$ cat config.mk
export PLATFORM = sky130hd
export DESIGN_NAME = decimal_rx_parser
export DESIGN_NICKNAME = d
export VERILOG_FILES = /design/src/rtl/decimal_rx_pkg.sv /design/src/rtl/dec_accum_step.sv /design/src/rtl/decimal_rx_parser.sv
export SDC_FILE = /design/constraint.sdc
export NUM_CORES = 1
export LEC_CHECK = 0
export CORE_ASPECT_RATIO = 1.25
export CORE_MARGIN = 1
export CORE_UTILIZATION = 50
export CTS_CLUSTER_SIZE = 10
export DETAILED_ROUTE_END_ITERATION = 6
export PLACE_DENSITY = 0.77
export SYNTH_ARGS = -nofsm -noshare
export SYNTH_HDL_FRONTEND = slang
export SYNTH_SLANG_ARGS = --single-unit
$ cat constraint.sdc
create_clock -name clk -period 6.5 [get_ports clk]
set_input_delay 0.975 -clock clk [delete_from_list [all_inputs] [get_ports clk]]
set_output_delay 0.975 -clock clk [all_outputs]
set_load 0.01 [all_outputs]
$ cat src/rtl/decimal_rx_pkg.sv
// decimal_rx_pkg: shared states, ASCII constants, error codes and byte classifiers for the decimal receive parser
package decimal_rx_pkg;
  typedef enum logic [2:0] {S_IDLE, S_SIGN, S_DIGITS, S_HOLD, S_DRAIN} state_t;
  localparam logic [7:0] CR    = 8'h0D;
  localparam logic [7:0] LF    = 8'h0A;
  localparam logic [7:0] SP    = 8'h20;
  localparam logic [7:0] COMMA = 8'h2C;
  localparam logic [7:0] MINUS = 8'h2D;
  localparam logic [7:0] ZERO  = 8'h30;
  localparam logic [7:0] NINE  = 8'h39;
  localparam logic [1:0] ERR_OVERRUN  = 2'd0;
  localparam logic [1:0] ERR_BADCHAR  = 2'd1;
  localparam logic [1:0] ERR_OVERFLOW = 2'd2;
  localparam logic [1:0] ERR_TIMEOUT  = 2'd3;
  function automatic logic is_digit(input logic [7:0] b);
    return b >= ZERO && b <= NINE;
  endfunction
  function automatic logic is_term(input logic [7:0] b);
    return b == CR || b == LF || b == SP || b == COMMA;
  endfunction
endpackage

$ cat src/rtl/dec_accum_step.sv
// dec_accum_step: combinational acc*10+d with exact signed-range overflow detection
//   acc      unsigned magnitude so far
//   d        next decimal digit 0..9
//   neg      number is negative (allows one extra unit of magnitude)
//   sum      low WIDTH bits of acc*10+d
//   overflow magnitude exceeds 2^(WIDTH-1)-1 (positive) or 2^(WIDTH-1) (negative)
module dec_accum_step #(
  parameter int WIDTH = 32
) (
  input  logic [WIDTH-1:0] acc,
  input  logic [3:0]       d,
  input  logic             neg,
  output logic [WIDTH-1:0] sum,
  output logic             overflow
);
  logic [WIDTH+3:0] wide;
  logic [WIDTH+3:0] limit;
  // acc never exceeds 2^(WIDTH-1), so 4 extra bits hold acc*10+9 without wrapping
  assign wide = ({4'b0, acc} << 3) + ({4'b0, acc} << 1) + {{WIDTH{1'b0}}, d};
  assign limit = ((WIDTH+4)'(1) << (WIDTH-1)) - (WIDTH+4)'(!neg);
  assign overflow = wide > limit;
  assign sum = wide[WIDTH-1:0];
endmodule

$ cat src/rtl/decimal_rx_parser.sv
// decimal_rx_parser: assembles ASCII signed decimal numbers from a UART byte stream
//   clk, rst            clock, synchronous active-high reset
//   rx_data, new_rx_data received byte and its one-cycle strobe
//   value, value_valid  parsed two's-complement number, held until value_ready
//   value_ready         consumer accept
//   err, err_code       one-cycle error pulse: 0 overrun, 1 bad char, 2 overflow, 3 timeout
module decimal_rx_parser
  import decimal_rx_pkg::*;
#(
  parameter int WIDTH          = 32,
  parameter int TIMEOUT_CYCLES = 0
) (
  input  logic             clk,
  input  logic             rst,
  input  logic [7:0]       rx_data,
  input  logic             new_rx_data,
  output logic [WIDTH-1:0] value,
  output logic             value_valid,
  input  logic             value_ready,
  output logic             err,
  output logic [1:0]       err_code
);
  state_t           state, state_n;
  logic [WIDTH-1:0] acc, acc_n, step, value_n;
  logic             neg, neg_n, ovf, err_n, dig, term, tmo;
  logic [1:0]       code_n;
  logic [31:0]      cnt, cnt_n;
  logic [3:0]       d;
  assign d    = rx_data[3:0];
  assign dig  = is_digit(rx_data);
  assign term = is_term(rx_data);
  // fires on the idle cycle that would bring the counter up to TIMEOUT_CYCLES
  assign tmo  = (TIMEOUT_CYCLES > 0) && (cnt + 32'd1 == 32'(TIMEOUT_CYCLES));
  dec_accum_step #(.WIDTH(WIDTH)) u_step (
    .acc(acc),
    .d(d),
    .neg(neg),
    .sum(step),
    .overflow(ovf)
  );
  always_comb begin
    state_n = state;
    acc_n   = acc;
    neg_n   = neg;
    cnt_n   = cnt;
    value_n = value;
    err_n   = 1'b0;
    code_n  = err_code;
    case (state)
      S_IDLE: if (new_rx_data) begin
        cnt_n = '0;
        if (dig) begin
          acc_n   = WIDTH'(d);
          neg_n   = 1'b0;
          state_n = S_DIGITS;
        end else if (rx_data == MINUS) begin
          acc_n   = '0;
          neg_n   = 1'b1;
          state_n = S_SIGN;
        end else if (!term) begin
          err_n   = 1'b1;
          code_n  = ERR_BADCHAR;
          state_n = S_DRAIN;
        end
      end
      S_SIGN: if (new_rx_data) begin
        cnt_n   = '0;
        acc_n   = WIDTH'(d);
        err_n   = !dig;
        code_n  = dig ? code_n : ERR_BADCHAR;
        state_n = dig ? S_DIGITS : term ? S_IDLE : S_DRAIN;
      end else begin
        cnt_n   = tmo ? '0 : cnt + 32'd1;
        err_n   = tmo;
        code_n  = tmo ? ERR_TIMEOUT : code_n;
        state_n = tmo ? S_IDLE : state;
      end
      S_DIGITS: if (new_rx_data) begin
        cnt_n = '0;
        if (dig) begin
          acc_n   = step;
          err_n   = ovf;
          code_n  = ovf ? ERR_OVERFLOW : code_n;
          state_n = ovf ? S_DRAIN : state;
        end else if (term) begin
          value_n = neg ? -acc : acc;
          state_n = S_HOLD;
        end else begin
          err_n   = 1'b1;
          code_n  = ERR_BADCHAR;
          state_n = S_DRAIN;
        end
      end else begin
        cnt_n   = tmo ? '0 : cnt + 32'd1;
        err_n   = tmo;
        code_n  = tmo ? ERR_TIMEOUT : code_n;
        state_n = tmo ? S_IDLE : state;
      end
      S_HOLD: begin
        err_n   = new_rx_data;
        code_n  = new_rx_data ? ERR_OVERRUN : code_n;
        state_n = value_ready ? S_IDLE : state;
      end
      S_DRAIN: state_n = (new_rx_data && term) ? S_IDLE : state;
      default: state_n = S_IDLE;
    endcase
  end
  always_ff @(posedge clk)
    if (rst) begin
      state       <= S_IDLE;
      acc         <= '0;
      neg         <= 1'b0;
      cnt         <= '0;
      value       <= '0;
      value_valid <= 1'b0;
      err         <= 1'b0;
      err_code    <= '0;
    end else begin
      state       <= state_n;
      acc         <= acc_n;
      neg         <= neg_n;
      cnt         <= cnt_n;
      value       <= value_n;
      value_valid <= state_n == S_HOLD;
      err         <= err_n;
      err_code    <= code_n;
    end
endmodule

== Yosys cells after proc, flatten, opt, wreduce, memory -nomap -nowiden ==
Cells that the tools add are included.
Cells by class
  add/sub/neg operators: 4
  order comparisons: 3
  equal/unequal tests: 20
  muxes and demuxes: 43
  bitwise gates (word level): 1
  reductions and logical operators: 15
Operators with widths (count)
  32-bit two-way mux: 7
  32-bit case mux with 3 select lines: 1
  3-bit two-way mux: 13
  35-bit by 33-bit adder with 36-bit output: 1
  36-bit by 4-bit adder with 36-bit output: 1
  36-bit greater-than comparator: 1
  32-bit by 1-bit subtractor with 33-bit output, first input constant: 1
  32-bit negation: 1
  8-bit by 6-bit == test with 1-bit output, second input constant: 3
  2-bit two-way mux: 10
  8-bit by 4-bit == test with 1-bit output, second input constant: 2
  2-bit inequality test, second input constant: 8
  3-bit case mux with 5 select lines: 1
  3-bit by 2-bit == test with 1-bit output, second input constant: 3
  1-bit two-way mux: 9
  9-bit AND reduction: 1
  8-bit by 6-bit greater-or-equal comparator with 1-bit output, second input constant: 1
  8-bit by 6-bit less-or-equal comparator with 1-bit output, second input constant: 1
  2-bit case mux with 4 select lines: 1
  3-bit inequality test, second input constant: 2
  6-bit AND reduction: 1
  1-bit case mux with 4 select lines: 1
  4-bit AND reduction: 1
  4-bit nonzero test: 1
  other kinds (10): 14
Storage, ports and cells
  register bits after elaboration: 72
  bits of input ports: 12
  output and inout bits: 36
  word-level logic and storage cells: 93

== Logic depth before layout (Yosys ltp) ==
Gate-level depths: netlist (run 1).
  depth after elaboration: 10
  gate-level depth with buffers: 21

== Hierarchy ==
Synthesis (run 1) repeated with hierarchy kept, for this count alone.
Second synthesis, totals
  cell total of the unflattened synthesis: 722
  area total of the unflattened synthesis: 6246.0 µm²
By module, submodules not included
  decimal_rx_parser: instances 1, cells an instance 385, area each 3469.6 µm², sequential area each 1441.4 µm²
  dec_accum_step: instances 1, cells an instance 337, area each 2776.4 µm², sequential area each 0.0 µm²

== Worst setup path after synthesis (run 1) ==
Ideal clock, no wire load.
  kind: input to register
  from: input port rx_data[3]
  to: register err_code[0]
  library setup time: 0.119 ns
  arrival: 5.389 ns
  path slack: 0.993 ns
  stages on the path: 20
  path through: fa_1 > fa_1 > a211oi_1 > o21ai_2 > a211oi_1 > nor2_1 > a21oi_1 > o21bai_1 > a311oi_1 > xnor2_1 > ha_1 > nand4_1 > nor4_1 > a22o_1 > a21oi_1 > a211oi_1 > o21ai_1 > nor4_1 > nor2_1 > o221a_2
On the way
  word-level cells in the longest chain between the ends: 9
  elaborated cells on any way between the ends: 25
  those cells by class: 1 x add/sub; 3 x order compare; 9 x eq/ne; 7 x mux; 5 x reduce/logical
RTL lines
  start: declaration: line decimal_rx_parser.sv:15  | input logic [7:0] rx_data,
  parallel branches: the longest is 9 deep, another holds 36-bit by 4-bit adder with 36-bit output
  end signal: assignment: line decimal_rx_parser.sv:126  | err_code <= code_n;
  end: declaration: line decimal_rx_parser.sv:21  | output logic [1:0] err_code
Parallel ways; which one is timed is not known. The select of a mux whose other input is x is not followed.
A chain may end at the register's enable or synchronous reset.

== Final worst setup path (run 1) ==
  from: input port rx_data[2]
  to: register err_code[0]
Same word-level chain as after synthesis.

==> results of run 1 <==
how the worst max path moves through the flow:
stage | startpoint | endpoint | slack (ns) | cells after the start
floorplan | rx_data[3] | err_code[0] | 0.99 | 20
global placement | rx_data[3] | err_code[0] | 0.12 | 22
detailed placement | rx_data[3] | err_code[0] | -0.18 | 22
CTS | rx_data[3] | err_code[0] | 0.06 | 22
global route | rx_data[2] | err_code[1] | 0.07 | 23
finish | rx_data[2] | err_code[0] | 0.32 | 23
through the flow:
| step | power, W | TNS [ns] |
|---|---|---|
| global placement | 0.000493 | 0 |
| detailed placement | 0.000493 | -0.404 |
| global route | 0.00104 | 0 |
| finish | 0.00100 | 0 |
| CTS | 0.00101 | 0 |
| floorplan | 0.000476 | 0 |
state kept, by name, indices dropped and copies added (netlist names):
| signal | cells |
|---|---|
| acc | 32 |
| value | 32 |
| state | 3 |
| err_code | 2 |
| err | 1 |
| neg | 1 |
| value_valid | 1 |
power breakdown:
part,internal (W),total [W],switching [W]
logic,0.0000160,0.0000390,0.0000231
registers,0.000443,0.000445,0.00000207
clock network,0.000311,0.000520,0.000209
total,0.000769,0.00100,0.000234
cell usage in the layout (no fill, tap or decap), drive strengths merged, types with 23 or more instances in the layout:
| master | n |
|---|---|
| nor2 | 95 |
| xnor2 | 23 |
| a21oi | 74 |
| a211oi | 28 |
| o21ai | 62 |
| nand2 | 78 |
| a22oi | 26 |
| xor2 | 33 |
| ha | 96 |
| dfxtp | 72 |
| clkdlybuf4s50 | 45 |
layout make-up:
class | instances | area [sq um]
fill | 1144 | 5030
tap | 164 | 205
sequential | 72 | 1440
clock buffer | 11 | 243
multi-input combinational | 687 | 4760
timing repair buffer | 56 | 536
inverter | 14 | 52.6
clock inverter | 5 | 63.8
tightest hold or removal path, delay by kind of cell (launching register included):
family	cells	cell delay, ns
AOI/OAI and AO/OA	1	0.05
and+or+nand+nor	1	0.05
DFF	1	0.31
cells by family (layout without fill, tap and decap cells):
kind of cell,after synthesis,after routing,share of synthesized area [%]
and+or+nand+nor,268,268,19.9
AOI/OAI and AO/OA,263,263,26.8
adders and majority gates,98,98,19.4
DFF,72,72,22.6
xor gates and xnor gates,56,56,7.67
buffers and inverters,54,86,3.43
muxes,2,2,0.313
what timing repair did:
action	in CTS	in global routing
buffers inserted	0	0
hold endpoints to repair	0	0
setup endpoints to repair	0	3
gates resized for setup	0	7
per-layer routing:
layer | global-route usage, % | vias up | part of all wire [%]
met5 | 0 | - | 0
met4 | 11.6 | 0 | 4.1
met3 | 3.64 | 58 | 4.2
met2 | 46.2 | 196 | 47
met1 | 35.1 | 2854 | 45
li1 | - | 3102 | -
==> impl_metrics.ini, run 1 <==
[outcome]
status = complete, no violations

[finish]
stdcell_area_sq_um = 7300
final_cells = 1009
nets = 950
n_antenna_cell = 0
layout-drive-gt1-share_pct = 5.56
postLayoutCoreUtil_pct = 59.2
area.growth.synth_to_final_pct = 14.3

[setup_path]
critPathRequiredTime_ns = 6.74
cpLargestDelayFamily = compound AO/OA/AOI/OAI gates
rrSetupSlack_ns = 0.82
crit_chain = clkdlybuf4s50_1 -> ha_1 -> ha_1 -> fa_1 -> a211oi_2 -> o21ai_2 -> buf_4 -> o211ai_1 -> a221oi_2 -> o21ai_0 -> nand2b_1 -> a311oi_2 -> xnor2_1 -> ha_1 -> nand2_1 -> o21ai_0 -> a2111oi_1 -> a31oi_1 -> a211oi_1 -> o21ai_1 -> nor4_1 -> nor2_1 -> o221a_2
crit_buf_inv = 2
path_class = primary input to register
slowest_stage = nor4_1
r2r-start = acc[0]
cp_common_cell = ha_1
rr_worst_depth = 21
crit_arrival_ns = 6.42
worst_path_largest_cell_delay_ns = 0.45
critPathLaunchType = primary input
r2r_end = err_code[0]
cp-end-kind = register
crit_fanout = 4

[sta]
layout_setup_ws_ns = 0.320
setup_viol_count_final = 0
rsz0062_at_grt = false
slew_viol_final = 0
hold-worst-slack_ns = 0.447
hold_viol_final = 0
max_freq_ghz = 0.162
period_minus_slack_ns = 6.18
skew_ns = 0.0105
worst_pin_slew_ns = 0.873
slew-limit-headroom_pct = 41.8
timing.final.crit_share_pct = 95.1

[placed_design]
dpl.cell_count = 993
gp_congestion = 0.948
place_hpwl_microns = 13000
portBuffers = 47
dpl-instance-area_sq_um = 6970
pre_cts_ws_ns = -0.178

[grt]
antenna_found_initial = 0
overflow = 0
grt_pass1_vias = 5865
grt_pass1_wl_microns = 28500
grt_max_degree = 57
grt_use_total_pct = 27.5

[detailed_routing]
antenna_left = 0
routedWlPerCell_microns = 17.2
drc_errors = 0
drt_wl_total_microns = 17400
drtIter0Drc = 443
avgViaCountPerCell = 6.15
firstDrtPassIters = 5
vias = 6210

[clock_tree]
cts-root-buf = clkbuf_16
clk_pin_slew_ns = 0.07
cts_tree = done
cts_sinks = 72
cts_hold_buf = 0
clk_latency_ns = 0.35
numCtsBuffers = 9
cts_buffer_depth = 2
h-tree-depth = 3

[floorplanning]
initial_core_util_pct = 51.8
std_cell_rows = 45
coreArea_sq_um = 12300
die_x_microns = 103
dieArea_sq_um = 13200
die_h_microns = 128
io_pins = 48

[synthesis]
netlist_instances = 813
syn_nets = 923
syn_avg_cell_area_sq_um = 7.86
synth_edf_count = 0
yosys.area.top_type_share_pct = 22.6
yosysUniqueCellTypes = 67
ys_seq_area_share_pct = 22.6
yosys-top-cells-area = dfxtp_1 23%, ha_1 19%, a21oi_1 5.8%
netlist_area_sq_um = 6390
synth.top_cells.by_count = 96 x ha_1, 95 x nor2_1, 78 x nand2_1
post-synth-top-count-cell = ha_1
async_flop_share_pct = 0
synthFlopType = dfxtp_1
yosysWarnings = 0
ys_seq_elements = 72
synth_top_area_cell = dfxtp_1

[hold_path]
hold_path.startpoint = value[16]
whs_path_depth = 2
min_to = value[16]
hold_class = register to register

[flow_run]
max_cap_viol_count = 0

[power_and_ir_drop]
pwr_density_cell_nw_per_um2 = 137
vdd.ir_drop.worst_uv = 85.1
power.leakage_nw = 3.17
Power figures use the tool's default switching activity.
==> run 2: changes to the inputs <==
Settings changed: CORE_ASPECT_RATIO 1.25 to 1.4, GPL_TIMING_DRIVEN set to 0.
==> impl_metrics.ini, run 2 (same netlist as run 1, synthesis figures left out) <==
[finish]
reg.largest.list = acc x32, value x32, state x3
stdcell_area_sq_um = 7440
layout-drive-gt1-share_pct = 5.81
final_common_cell = ha_1
area.growth.synth_to_final_pct = 16.4
nets = 983
fillCellCount = 1162
final_cell_mix = 96 x ha_1, 95 x nor2_1, 78 x nand2_1
n_antenna_cell = 0

[clock_tree]
clk_pin_slew_ns = 0.06
numCtsBuffers = 9
cts_tree = done
cts_buffer_depth = 2
cts_hold_buf = 0
cts_sinks = 72
h-tree-depth = 3
cts-root-buf = clkbuf_16
clk_latency_ns = 0.34

[setup_path]
cp-end-kind = register
rr_worst_depth = 21
critPathLaunchType = primary input
crit_arrival_ns = 6.39
crit_fanout = 6
critPathRequiredTime_ns = 6.73
path_class = primary input to register

[sta]
timing.final.crit_share_pct = 94.8
skew_ns = 0.00830
slew_viol_final = 0
setup_viol_count_final = 0
hold_viol_final = 0
period_minus_slack_ns = 6.16
rsz0062_at_grt = false
max_freq_ghz = 0.162
slew-limit-headroom_pct = 14.5
worst_pin_slew_ns = 1.28

[hold_path]
whs_path_depth = 2
hold_class = register to register

[outcome]
status = complete, no violations

[floorplanning]
coreArea_sq_um = 12400
std_cell_rows = 48
die_x_microns = 97.6
dieArea_sq_um = 13200
io_pins = 48
die_h_microns = 136
initial_core_util_pct = 51.7

[grt]
grt_max_degree = 32
antenna_found_initial = 0
grt_pass1_wl_microns = 29500
grt_pass1_vias = 5981
grt_use_total_pct = 27.6
overflow = 0

[power_and_ir_drop]
power_w = 0.00105
power.leakage_nw = 3.24
vdd.ir_drop.worst_uv = 98.0
pwr_density_cell_nw_per_um2 = 141

[flow_run]
max_cap_viol_count = 0

[detailed_routing]
drtIter0Drc = 433
avgViaCountPerCell = 6.30
vias = 6475
antenna_left = 0
drt_wl_total_microns = 18400
routedWlPerCell_microns = 17.9
drc_errors = 0
firstDrtPassIters = 5

[placed_design]
portBuffers = 45
dpl-instance-area_sq_um = 7030
place_hpwl_microns = 14100
gp_congestion = 0.918
## run 2: timing repair
action / 4_1_cts / 5_1_grt
resized for setup: 3 / 8
hold endpoints to repair: 0 / 0
setup buffers: 1 / 3
pin swaps: 1 / 3
setup endpoints to repair: 3 / 5
## run 2: critical path, cell delays in order
cell	delay, ns
clkdlybuf4s50_1	0.57
ha_1	0.27
ha_1	0.25
fa_1	0.44
a211oi_2	0.24
o21ai_2	0.15
o211ai_1	0.27
a221oi_2	0.17
o21ai_0	0.19
nand2b_1	0.13
a311oi_2	0.28
xnor2_1	0.22
ha_1	0.31
nand2_1	0.08
o21ai_0	0.10
a2111oi_2	0.39
a31oi_1	0.13
a211oi_1	0.26
o21ai_1	0.13
buf_4	0.17
nor4_2	0.33
nor2_1	0.08
o221a_2	0.26
## run 2: metrics by stage
step	hold WS, ns	utilization, %	cells	TNS [ns]	setup WS (ns)
floorplan	0.476	-	813	0	0.993
global placement	0.437	56.8	1008	-2.46	-0.693
detailed placement	0.444	56.8	1008	-2.45	-0.697
CTS	0.451	59.6	1025	0	0.00696
global route	0.479	60.1	1028	0	0.0603
finish	0.449	60.1	1028	0	0.339
## run 2: final cells by class
type                            instances  area (sq um)  share of cell area [%]
Clock inverter                          5          86.3                    1.16
Multi-Input combinational cell        687          4780                    64.3
Inverter                               14          52.6                   0.706
Tap cell                              150           188                    2.52
Buffer                                 40           166                    2.24
Clock buffer                           11           243                    3.26
Sequential cell                        72          1440                    19.4
Timing Repair Buffer                   49           483                    6.49
## run 2: worst paths after layout
kind,start,to,slack (ns)
worst max-delay path,rx_data[2],err_code[0],0.34
worst min-delay path,value[24],value[24],0.45
worst max register to register,acc[0],err_code[0],0.88
worst min register to register,value[24],value[24],0.45
## run 2: report_power, final
part	switching (W)	internal (W)	total (W)	leakage, nW
clock	0.000210	0.000350	0.000560	0.161
sequential	0.000000671	0.000443	0.000443	0.580
combinational	0.0000264	0.0000159	0.0000423	2.50
total	0.000237	0.000809	0.00105	3.24
## run 2: routing by layer
metal  share of wire, %  wire length (microns)  track usage (%)
met1                 40                   7270             32.0
met2                 50                   9200             50.0
met3                5.1                    937             3.30
met4                5.2                    960             13.6
met5                  0                      0                0
==> run 3: changes to the inputs <==
Settings changed: CTS_BUF_LIST set to sky130_fd_sc_hd__clkbuf_8.
==> impl_metrics.ini, run 3 (same netlist as run 1, synthesis figures left out) <==
[outcome]
status = complete, no violations

[sta]
period_minus_slack_ns = 6.22
skew_ns = 0.0138
slew-limit-headroom_pct = 12.1
fin_tns_setup_ns = 0
timing.final.crit_share_pct = 95.7
slew_viol_final = 0
max_freq_ghz = 0.161
worst_pin_slew_ns = 1.32
setup_viol_count_final = 0
hold_viol_final = 0

[detailed_routing]
firstDrtPassIters = 7
routedWlPerCell_microns = 17.7
vias = 6413
drtIter0Drc = 334
drt_wl_total_microns = 18200
antenna_left = 0
drc_errors = 0
avgViaCountPerCell = 6.26

[finish]
reg.largest.list = acc x32, value x32, state x3
area.growth.synth_to_final_pct = 14.4
final_cells = 1025
postLayoutCoreUtil_pct = 59.1
fillCellCount = 1190
stdcell_area_sq_um = 7310
final_common_cell = ha_1
multiInputGateArea_sq_um = 4770
nets = 980
final_cell_mix = 96 x ha_1, 95 x nor2_1, 78 x nand2_1
n_antenna_cell = 0
layout-drive-gt1-share_pct = 5.37
seqCellArea_sq_um = 1440

[clock_tree]
numCtsBuffers = 9
cts_tree = done
cts_buffer_depth = 2
cts_sinks = 72
h-tree-depth = 3
clk_pin_slew_ns = 0.09
cts-root-buf = clkbuf_8
clk_latency_ns = 0.37

[grt]
grt_pass1_vias = 5912
overflow = 0
grt_pass1_wl_microns = 29300
antenna_found_initial = 0
grt_max_degree = 32
grt_use_total_pct = 27.4

[floorplanning]
initial_core_util_pct = 51.7
die_h_microns = 136
coreArea_sq_um = 12400
io_pins = 48
die_x_microns = 97.6
std_cell_rows = 48
dieArea_sq_um = 13200

[setup_path]
critPathLaunchType = primary input
path_class = primary input to register
cp-end-kind = register
crit_fanout = 6
critPathRequiredTime_ns = 6.73
crit_arrival_ns = 6.46

[placed_design]
portBuffers = 45
dpl.cell_count = 1008
gp_congestion = 0.918
place_hpwl_microns = 14100
dpl-instance-area_sq_um = 7030

[hold_path]
hold_class = register to register

[power_and_ir_drop]
power_w = 0.000911
pwr_density_cell_nw_per_um2 = 125
vdd.ir_drop.worst_uv = 90.1
power.leakage_nw = 3.18

[flow_run]
max_cap_viol_count = 0
run 3: cell count changes in the layout (fill, tap and decap cells not counted), sizes merged:
cell	change
clkbuf	-1
inv	+1
buf	-3
run 3: through the flow:
step                      worst slack (ns)  hold WS, ns
after global routing               -0.0371        0.482
after floorplan                      0.993        0.476
after global placement              -0.693        0.437
after detailed placement            -0.697        0.444
final                                0.276        0.452
after CTS                           0.0106        0.455
run 3: worst max-delay path, cell delays in order:
cell and delay (ns):
clkdlybuf4s50_1 0.57, ha_1 0.27, ha_1 0.25, fa_1 0.44, a211oi_2 0.24, o21ai_2 0.15
o211ai_1 0.28, a221oi_2 0.17, o21ai_0 0.19, nand2b_1 0.12, a311oi_1 0.33, xnor2_1 0.22
ha_1 0.30, nand2_1 0.08, o21ai_0 0.12, a2111oi_2 0.44, a31oi_1 0.13, a211oi_1 0.25
o21ai_1 0.17, or4_1 0.50, o21ai_0 0.18, a21oi_1 0.08
run 3: path summary, 6_finish.rpt:
path	to	depth (start not counted)	from	slack [ns]
min reg2reg	value[22]	2	value[22]	0.45
min	value[22]	2	value[22]	0.45
max	err_code[1]	22	rx_data[2]	0.28
max reg2reg	err_code[1]	20	acc[2]	0.78
run 3: timing repair:
| item | CTS | global route |
|---|---|---|
| setup buffers | 0 | 1 |
| gates cloned | 0 | 0 |
| resized for setup | 3 | 7 |
| setup endpoints to repair | 3 | 5 |
| hold buffers | 0 | 0 |
| pin swaps | 1 | 2 |
| hold endpoints to repair | 0 | 0 |
run 3: where the power goes:
group,switching [W],internal [W]
registers,0.000000674,0.000442
clock network,0.000197,0.000229
logic,0.0000261,0.0000156
run 3: cell type report:
type | instances | area share [%]
flip-flops and latches | 72 | 19.7
plain buffers | 40 | 2.28
repair buffers | 46 | 6.30
multi-input cells | 687 | 65.3
clock buffers | 10 | 1.88
clock inverters | 6 | 1.23
inverters | 14 | 0.719
well taps | 150 | 2.57
run 3: per-layer routing:
layer	GRT usage (%)	share of wire (%)	vias to the layer above
met1	32.2	41	3050
li1	-	-	3151
met3	3.56	4.1	45
met4	13.2	4.5	0
met2	49.1	50	167
met5	0	0	-
